File: src/rtl/ysyx_25030081_mc_ctrl_if.sv
// Memory handshakes and datapath controls between the NPC sequencer and its environment.
// master = sequencer side, slave = memories/datapath side.
interface ysyx_25030081_mc_ctrl_if #(
    parameter int unsigned DATA_WIDTH = 32
);
    logic                  imem_req_valid;
    logic                  imem_req_ready;
    logic                  imem_rsp_valid;
    logic [DATA_WIDTH-1:0] imem_rdata;
    logic                  dmem_req_valid;
    logic                  dmem_req_ready;
    logic                  dmem_we;
    logic                  dmem_rsp_valid;
    logic                  branch_taken;
    logic [DATA_WIDTH-1:0] inst;
    logic [2:0]            ext_op;
    logic                  pc_we;
    logic                  pc_sel;
    logic                  rf_we;
    logic                  retire;
    logic                  halt;
    logic                  trap;

    modport master (
        output imem_req_valid, input imem_req_ready, input imem_rsp_valid, input imem_rdata,
        output dmem_req_valid, input dmem_req_ready, output dmem_we, input dmem_rsp_valid,
        input branch_taken,
        output inst, output ext_op, output pc_we, output pc_sel, output rf_we,
        output retire, output halt, output trap
    );

    modport slave (
        input imem_req_valid, output imem_req_ready, output imem_rsp_valid, output imem_rdata,
        input dmem_req_valid, output dmem_req_ready, input dmem_we, output dmem_rsp_valid,
        output branch_taken,
        input inst, input ext_op, input pc_we, input pc_sel, input rf_we,
        input retire, input halt, input trap
    );
endinterface

File: src/rtl/ysyx_25030081_mc_ctrl.sv
// Multi-cycle fetch/decode/execute sequencer for the NPC core; one retire per WB visit.
// Define YSYX_25030081_CTRL_TRAP_EN to trap on unknown opcodes and memory-wait timeouts.
module ysyx_25030081_mc_ctrl #(
    parameter int unsigned DATA_WIDTH  = 32,
    parameter int unsigned MEM_TIMEOUT = 256
) (
    input logic                     clk,
    input logic                     rst_n,
    ysyx_25030081_mc_ctrl_if.master bus
);
    typedef enum logic [3:0] {
        StIdle, StFetch, StIWait, StDecode, StExec, StMReq, StMWait, StWb, StHalt, StTrap
    } stateT;

    localparam logic [6:0] OpLoad   = 7'b0000011;
    localparam logic [6:0] OpImm    = 7'b0010011;
    localparam logic [6:0] OpAuipc  = 7'b0010111;
    localparam logic [6:0] OpStore  = 7'b0100011;
    localparam logic [6:0] OpOp     = 7'b0110011;
    localparam logic [6:0] OpLui    = 7'b0110111;
    localparam logic [6:0] OpBranch = 7'b1100011;
    localparam logic [6:0] OpJalr   = 7'b1100111;
    localparam logic [6:0] OpJal    = 7'b1101111;
    localparam logic [6:0] OpSystem = 7'b1110011;

    localparam logic [DATA_WIDTH-1:0] IrNop    = DATA_WIDTH'(32'h00000013);
    localparam logic [DATA_WIDTH-1:0] IrEbreak = DATA_WIDTH'(32'h00100073);

    stateT                 stateQ;
    logic [DATA_WIDTH-1:0] irQ;
    logic imemReqValidQ, dmemReqValidQ, dmemWeQ, pcWeQ, pcSelQ, rfWeQ, retireQ, haltQ;

    logic [6:0] opcode;
    logic [2:0] extOp;
    logic       writesRd, isKnown, isJump, isMem;

    assign opcode = irQ[6:0];
    assign isJump = (opcode == OpJal) || (opcode == OpJalr);
    assign isMem  = (opcode == OpLoad) || (opcode == OpStore);

    always_comb begin
        extOp    = 3'b000;
        writesRd = 1'b0;
        isKnown  = 1'b1;
        case (opcode)
            OpLoad, OpImm, OpJalr, OpOp: writesRd = 1'b1;
            OpLui, OpAuipc: begin
                extOp    = 3'b001;
                writesRd = 1'b1;
            end
            OpStore:  extOp = 3'b010;
            OpBranch: extOp = 3'b011;
            OpJal: begin
                extOp    = 3'b100;
                writesRd = 1'b1;
            end
            OpSystem: ;
            default:  isKnown = 1'b0;
        endcase
    end

`ifdef YSYX_25030081_CTRL_TRAP_EN
    localparam int unsigned CntW = $clog2(MEM_TIMEOUT);
    logic [CntW-1:0] waitCntQ;
    logic            trapQ;
    logic            timeout;
    // Counter holds the number of wait cycles already spent in IWAIT/MWAIT.
    assign timeout = (waitCntQ == CntW'(MEM_TIMEOUT - 1));
`else
    logic unusedCfg;
    assign unusedCfg = ^{32'(MEM_TIMEOUT), isKnown};
`endif

    always_ff @(posedge clk) begin
        if (!rst_n) begin
            stateQ        <= StIdle;
            irQ           <= IrNop;
            imemReqValidQ <= 1'b0;
            dmemReqValidQ <= 1'b0;
            dmemWeQ       <= 1'b0;
            pcWeQ         <= 1'b0;
            pcSelQ        <= 1'b0;
            rfWeQ         <= 1'b0;
            retireQ       <= 1'b0;
            haltQ         <= 1'b0;
`ifdef YSYX_25030081_CTRL_TRAP_EN
            trapQ         <= 1'b0;
            waitCntQ      <= '0;
`endif
        end else begin
            pcWeQ   <= 1'b0;
            rfWeQ   <= 1'b0;
            retireQ <= 1'b0;
            case (stateQ)
                StIdle: begin
                    stateQ        <= StFetch;
                    imemReqValidQ <= 1'b1;
                end
                StFetch: if (bus.imem_req_ready) begin
                    imemReqValidQ <= 1'b0;
                    stateQ        <= StIWait;
`ifdef YSYX_25030081_CTRL_TRAP_EN
                    waitCntQ      <= '0;
`endif
                end
                StIWait: begin
                    if (bus.imem_rsp_valid) begin
                        irQ    <= bus.imem_rdata;
                        stateQ <= StDecode;
                    end
`ifdef YSYX_25030081_CTRL_TRAP_EN
                    else if (timeout) begin
                        stateQ <= StTrap;
                        trapQ  <= 1'b1;
                    end else begin
                        waitCntQ <= waitCntQ + CntW'(1);
                    end
`endif
                end
                StDecode: begin
                    if (irQ == IrEbreak) begin
                        stateQ <= StHalt;
                        haltQ  <= 1'b1;
                    end
`ifdef YSYX_25030081_CTRL_TRAP_EN
                    else if (!isKnown) begin
                        stateQ <= StTrap;
                        trapQ  <= 1'b1;
                    end
`endif
                    else begin
                        stateQ <= StExec;
                    end
                end
                StExec: begin
                    pcSelQ <= isJump || ((opcode == OpBranch) && bus.branch_taken);
                    if (isMem) begin
                        stateQ        <= StMReq;
                        dmemReqValidQ <= 1'b1;
                        dmemWeQ       <= (opcode == OpStore);
                    end else begin
                        stateQ  <= StWb;
                        pcWeQ   <= 1'b1;
                        rfWeQ   <= writesRd;
                        retireQ <= 1'b1;
                    end
                end
                StMReq: if (bus.dmem_req_ready) begin
                    dmemReqValidQ <= 1'b0;
                    dmemWeQ       <= 1'b0;
                    stateQ        <= StMWait;
`ifdef YSYX_25030081_CTRL_TRAP_EN
                    waitCntQ      <= '0;
`endif
                end
                StMWait: begin
                    if (bus.dmem_rsp_valid) begin
                        stateQ  <= StWb;
                        pcWeQ   <= 1'b1;
                        rfWeQ   <= writesRd;
                        retireQ <= 1'b1;
                    end
`ifdef YSYX_25030081_CTRL_TRAP_EN
                    else if (timeout) begin
                        stateQ <= StTrap;
                        trapQ  <= 1'b1;
                    end else begin
                        waitCntQ <= waitCntQ + CntW'(1);
                    end
`endif
                end
                StWb: begin
                    stateQ        <= StFetch;
                    imemReqValidQ <= 1'b1;
                    pcSelQ        <= 1'b0;
                end
                default: ;  // HALT and TRAP hold until reset
            endcase
        end
    end

    assign bus.imem_req_valid = imemReqValidQ;
    assign bus.dmem_req_valid = dmemReqValidQ;
    assign bus.dmem_we        = dmemWeQ;
    assign bus.inst           = irQ;
    assign bus.ext_op         = extOp;
    assign bus.pc_we          = pcWeQ;
    assign bus.pc_sel         = pcSelQ;
    assign bus.rf_we          = rfWeQ;
    assign bus.retire         = retireQ;
    assign bus.halt           = haltQ;
`ifdef YSYX_25030081_CTRL_TRAP_EN
    assign bus.trap           = trapQ;
`else
    assign bus.trap           = 1'b0;
`endif
endmodule

File: src/flat_wrapper.sv
// flat-port wrapper written by rule: the top's interface ports become plain ports
module ysyx_25030081_mc_ctrl_flat 
#(
    parameter int unsigned DATA_WIDTH  = 32,
    parameter int unsigned MEM_TIMEOUT = 256
)
  (clk, rst_n, bus_imem_req_valid, bus_imem_req_ready, bus_imem_rsp_valid, bus_imem_rdata, bus_dmem_req_valid, bus_dmem_req_ready, bus_dmem_we, bus_dmem_rsp_valid, bus_branch_taken, bus_inst, bus_ext_op, bus_pc_we, bus_pc_sel, bus_rf_we, bus_retire, bus_halt, bus_trap);
  ysyx_25030081_mc_ctrl_if #(.DATA_WIDTH(DATA_WIDTH)) bus_i ();
  input logic clk;
  input logic rst_n;
  output wire logic [$bits(bus_i.imem_req_valid)-1:0] bus_imem_req_valid;
  input wire logic [$bits(bus_i.imem_req_ready)-1:0] bus_imem_req_ready;
  input wire logic [$bits(bus_i.imem_rsp_valid)-1:0] bus_imem_rsp_valid;
  input wire logic [$bits(bus_i.imem_rdata)-1:0] bus_imem_rdata;
  output wire logic [$bits(bus_i.dmem_req_valid)-1:0] bus_dmem_req_valid;
  input wire logic [$bits(bus_i.dmem_req_ready)-1:0] bus_dmem_req_ready;
  output wire logic [$bits(bus_i.dmem_we)-1:0] bus_dmem_we;
  input wire logic [$bits(bus_i.dmem_rsp_valid)-1:0] bus_dmem_rsp_valid;
  input wire logic [$bits(bus_i.branch_taken)-1:0] bus_branch_taken;
  output wire logic [$bits(bus_i.inst)-1:0] bus_inst;
  output wire logic [$bits(bus_i.ext_op)-1:0] bus_ext_op;
  output wire logic [$bits(bus_i.pc_we)-1:0] bus_pc_we;
  output wire logic [$bits(bus_i.pc_sel)-1:0] bus_pc_sel;
  output wire logic [$bits(bus_i.rf_we)-1:0] bus_rf_we;
  output wire logic [$bits(bus_i.retire)-1:0] bus_retire;
  output wire logic [$bits(bus_i.halt)-1:0] bus_halt;
  output wire logic [$bits(bus_i.trap)-1:0] bus_trap;
  assign bus_imem_req_valid = bus_i.imem_req_valid;
  assign bus_i.imem_req_ready = bus_imem_req_ready;
  assign bus_i.imem_rsp_valid = bus_imem_rsp_valid;
  assign bus_i.imem_rdata = bus_imem_rdata;
  assign bus_dmem_req_valid = bus_i.dmem_req_valid;
  assign bus_i.dmem_req_ready = bus_dmem_req_ready;
  assign bus_dmem_we = bus_i.dmem_we;
  assign bus_i.dmem_rsp_valid = bus_dmem_rsp_valid;
  assign bus_i.branch_taken = bus_branch_taken;
  assign bus_inst = bus_i.inst;
  assign bus_ext_op = bus_i.ext_op;
  assign bus_pc_we = bus_i.pc_we;
  assign bus_pc_sel = bus_i.pc_sel;
  assign bus_rf_we = bus_i.rf_we;
  assign bus_retire = bus_i.retire;
  assign bus_halt = bus_i.halt;
  assign bus_trap = bus_i.trap;
  ysyx_25030081_mc_ctrl #(.DATA_WIDTH(DATA_WIDTH), .MEM_TIMEOUT(MEM_TIMEOUT)) u_core (.clk(clk), .rst_n(rst_n), .bus(bus_i));
endmodule
File: config.mk
export PLATFORM = sky130hd
export DESIGN_NAME = ysyx_25030081_mc_ctrl_flat
export DESIGN_NICKNAME = d
export VERILOG_FILES = /design/src/rtl/ysyx_25030081_mc_ctrl_if.sv /design/src/rtl/ysyx_25030081_mc_ctrl.sv /design/src/flat_wrapper.sv
export SDC_FILE = /design/constraint.sdc
export NUM_CORES = 1
export LEC_CHECK = 0
export CAP_MARGIN = 15
export CELL_PAD_IN_SITES_DETAIL_PLACEMENT = 1
export CELL_PAD_IN_SITES_GLOBAL_PLACEMENT = 1
export CORE_MARGIN = 5
export CORE_UTILIZATION = 29
export CTS_CLUSTER_SIZE = 16
export DETAILED_ROUTE_END_ITERATION = 7
export HOLD_SLACK_MARGIN = 0.08
export PLACE_DENSITY_LB_ADDON = 0.15
export SYNTH_ARGS = -nofsm -noshare
export SYNTH_HDL_FRONTEND = slang
export SYNTH_SLANG_ARGS = --single-unit
File: constraint.sdc
create_clock -name clk -period 2.3 [get_ports clk]
set_input_delay 0.575 -clock clk [delete_from_list [all_inputs] [get_ports clk]]
set_output_delay 0.575 -clock clk [all_outputs]
set_load 0.005 [all_outputs]
==> impl_metrics.env <==
export IMPL_buffer_levels_on_the_longest_clock_path=2
export IMPL_core_mm2=0.006422
export IMPL_h_tree_lvl_count=2
export IMPL_nFillCells=773
export IMPL_synth_top_cells_by_area="sky130_fd_sc_hd__dfxtp_1 44%, sky130_fd_sc_hd__nand2_1 15%, sky130_fd_sc_hd__a21boi_1 12%, sky130_fd_sc_hd__clkbuf_1 2.9%, sky130_fd_sc_hd__nand3_1 1.6%"
export IMPL_synth_nets=278
export IMPL_numPortBuffers=81
export IMPL_critical_path_arrival_ps=1620
export IMPL_synth_common_cells="75 x sky130_fd_sc_hd__nand2_1, 43 x sky130_fd_sc_hd__dfxtp_1, 31 x sky130_fd_sc_hd__a21boi_1, 15 x sky130_fd_sc_hd__clkbuf_1, 6 x sky130_fd_sc_hd__nand3_1"
export IMPL_routedWlPerCell_um=15.41
export IMPL_num_rows=29
export IMPL_fp_dieH_um=91.70
export IMPL_post_route_period_util_pct=95.58
export IMPL_area_growth_pct=54.04
export IMPL_yosys_warnings=0
export IMPL_finalWorstSetupSlack_ps=101.6
export IMPL_cts_root_buffer="sky130_fd_sc_hd__clkbuf_8"
export IMPL_first_pass_grt_wire_length_mm=9.887
export IMPL_die_w_um=91.70
export IMPL_p_per_area_mw_per_mm2=774.6
export IMPL_pin_count=83
export IMPL_totalPowerFinal_mw=2.310
export IMPL_post_synth_cell_area_avg_um2=8.099
export IMPL_synth_top_flop_cell="sky130_fd_sc_hd__dfxtp_1"
export IMPL_synth_enable_flop_cells=0
export IMPL_ff_latch_area_um2=865.8
export IMPL_ys_seq_area_share_pct=44.47
export IMPL_worst_hold_path_class="reg -> reg"
export IMPL_synth_compound_gate_area_share_pct=20.62
export IMPL_grt_max_degree=33
export IMPL_antenna_left=0
export IMPL_cts_tree="done"
export IMPL_hold_viol=0
export IMPL_clk_pin_slew_ps=80
export IMPL_fmax_mhz=454.9
export IMPL_die_ar_mm2=0.008408
export IMPL_groute_usage_overall_pct=14.50
export IMPL_route_detailed_drc=0
export IMPL_place_area_mm2=0.002844
export IMPL_clk_insertion_delay_late_ps=300
export IMPL_gpl_final_weighted_congestion=0.7865
export IMPL_synth_xor_xnor_area_share_pct=0
export IMPL_fin_tns_setup_ps=0
export IMPL_vias_per_cell=4.917
export IMPL_setup_viol_count_final=0
export IMPL_final_setup_skew_ps=4.476
export IMPL_clkSinkCount=43
export IMPL_critical_path_max_fanout=6
export IMPL_synthesized_area_fraction_occupied_by_adder_cells_pct=0
export IMPL_maxSlewViolCount=0
export IMPL_synthesis_instances=239
export IMPL_fin_nets=357
export IMPL_first_global_vias=2017
export IMPL_synth_simple_gate_area_share_pct=30.06
export IMPL_worst_setup_path_type="reg -> out"
export IMPL_n_antenna_cell=0
export IMPL_p_leak_nw=1.055
export IMPL_worstSetupEndpointType="output pin"
export IMPL_grt_ovfl_total=0
export IMPL_main_combinational_cell_family_by_area_after_synthesis="simple AND/OR/NAND/NOR gates"
export IMPL_timing_max_cap_violations=0
export IMPL_synth_top_area_share_pct=44.47
export IMPL_via_count=1947
export IMPL_routed_wl_mm=6.103
export IMPL_area_of_the_mapped_netlist_mm2=0.001936
export IMPL_startpoint_type="flip-flop"
export IMPL_synthMuxAreaShare_pct=0
export IMPL_rsz0062_at_grt="true"
export IMPL_final_period_minus_worst_setup_slack_ps=2198
export IMPL_synth_distinct_cells=45
export IMPL_drive_gt1_share_pct=9.404
export IMPL_final_cell_area_mm2=0.002982
export IMPL_grt_antenna_before_repair=0
export IMPL_cts_inserted_buffers=5
export IMPL_run_status="finished, final reports clean"
export IMPL_first_pass_iters=2
export IMPL_dpl_worst_slack_ps=29.49
export IMPL_synth_seq_cells=43
export IMPL_detail_route_iter0_violations=30
export IMPL_yosysMostFrequentCell="sky130_fd_sc_hd__nand2_1"
export IMPL_irDropWorstVdd_mv=0.2857
export IMPL_initial_core_util_pct=30.14
export IMPL_ys_async_sr_fraction_pct=0
export IMPL_post_synth_top_area_cell="sky130_fd_sc_hd__dfxtp_1"
export IMPL_reg2reg_setup_slack_ps=390
export IMPL_area_of_combinational_cells_with_multiple_inputs_mm2=0.001033
export IMPL_worst_endpoint_required_ps=1730
export IMPL_detailed_place_hpwl_mm=4.553
[final cells by class]
class,instances,area share (%)
repair buffers,89,29.63
multi-input cells,174,34.66
inverters,5,0.6295
clock buffers,5,2.308
flip-flops and latches,43,29.04
clock inverters,3,0.5036
well taps,77,3.231
[report_power, final]
| part | internal [mW] | leakage, nW | total, mW | switching, mW |
|---|---|---|---|---|
| clock | 0.208 | 0.0477 | 0.474 | 0.266 |
| sequential | 0.850 | 0.349 | 0.994 | 0.145 |
| combinational | 0.449 | 0.659 | 0.841 | 0.393 |
[final timing paths]
path / endpoint / cells after the start / startpoint
setup reg to reg: u_core.stateQ[3] / 4 / u_core.bus.inst[21]
setup / recovery: bus_ext_op[1] / 3 / u_core.bus.inst[3]
hold reg to reg: u_core.bus.pc_sel / 2 / u_core.bus.pc_sel
hold / removal: u_core.bus.pc_sel / 2 / u_core.bus.pc_sel
[metrics by stage]
stage	utilization (%)	hold WS, ps	cells
2_1_floorplan	-	447.1	239
3_3_place_gp	44.28	441.1	388
3_5_place_dp	44.28	451.4	388
4_1_cts	46.02	461.0	396
5_1_grt	46.43	473.0	396
6_report	46.43	456.9	396
[metal layers]
metal | track usage [%] | vias to the layer above | routed length (µm)
met5 | 0 | - | 0
met4 | 3.342 | 0 | 55
met3 | 4.501 | 7 | 392
met2 | 24.53 | 51 | 2884
met1 | 18.13 | 907 | 2771
li1 | - | 982 | -
[layout by cell type, fill, tap and decap left out, drive strengths merged, types with 2 or more instances in the layout]
master,count
clkdlybuf4s50,81
nand2,75
dfxtp,43
a21boi,31
buf,8
nand3,7
clkbuf,5
inv,5
nor4,5
a21oi,4
o21ai,4
nor2,4
nor3,4
nand2b,3
clkinv,3
nor4b,3
nor3b,3
and2,2
or3,2
or4,2
o21a,2
or4b,2
[kinds of logic after synthesis]
kind of cell / Yosys count
other cells: 1
compound gates: 54
simple gates: 119
flops: 43
buf+inv: 22
[flip-flops by register name, indices dropped and copies added, names as in the netlist]
name / count
u_core.bus.halt: 1
u_core.bus.dmem_req_valid: 1
u_core.stateQ: 4
u_core.bus.pc_sel: 1
u_core.bus.dmem_we: 1
u_core.bus.pc_we: 1
u_core.bus.rf_we: 1
u_core.bus.imem_req_valid: 1
u_core.bus.inst: 32
[critical path: stages (launching register included)]
cell	delay (ps)
sky130_fd_sc_hd__dfxtp_2	360
sky130_fd_sc_hd__nand4bb_4	260
sky130_fd_sc_hd__nor3b_2	190
sky130_fd_sc_hd__clkdlybuf4s50_1	520
[timing repair]
action,in CTS,in global routing
resized for setup,5,6
pin swaps,0,0
hold buffers,0,0
buffers inserted,0,0
setup endpoints to repair,3,3
gates cloned,0,0
(Power assumes the default switching activity.)
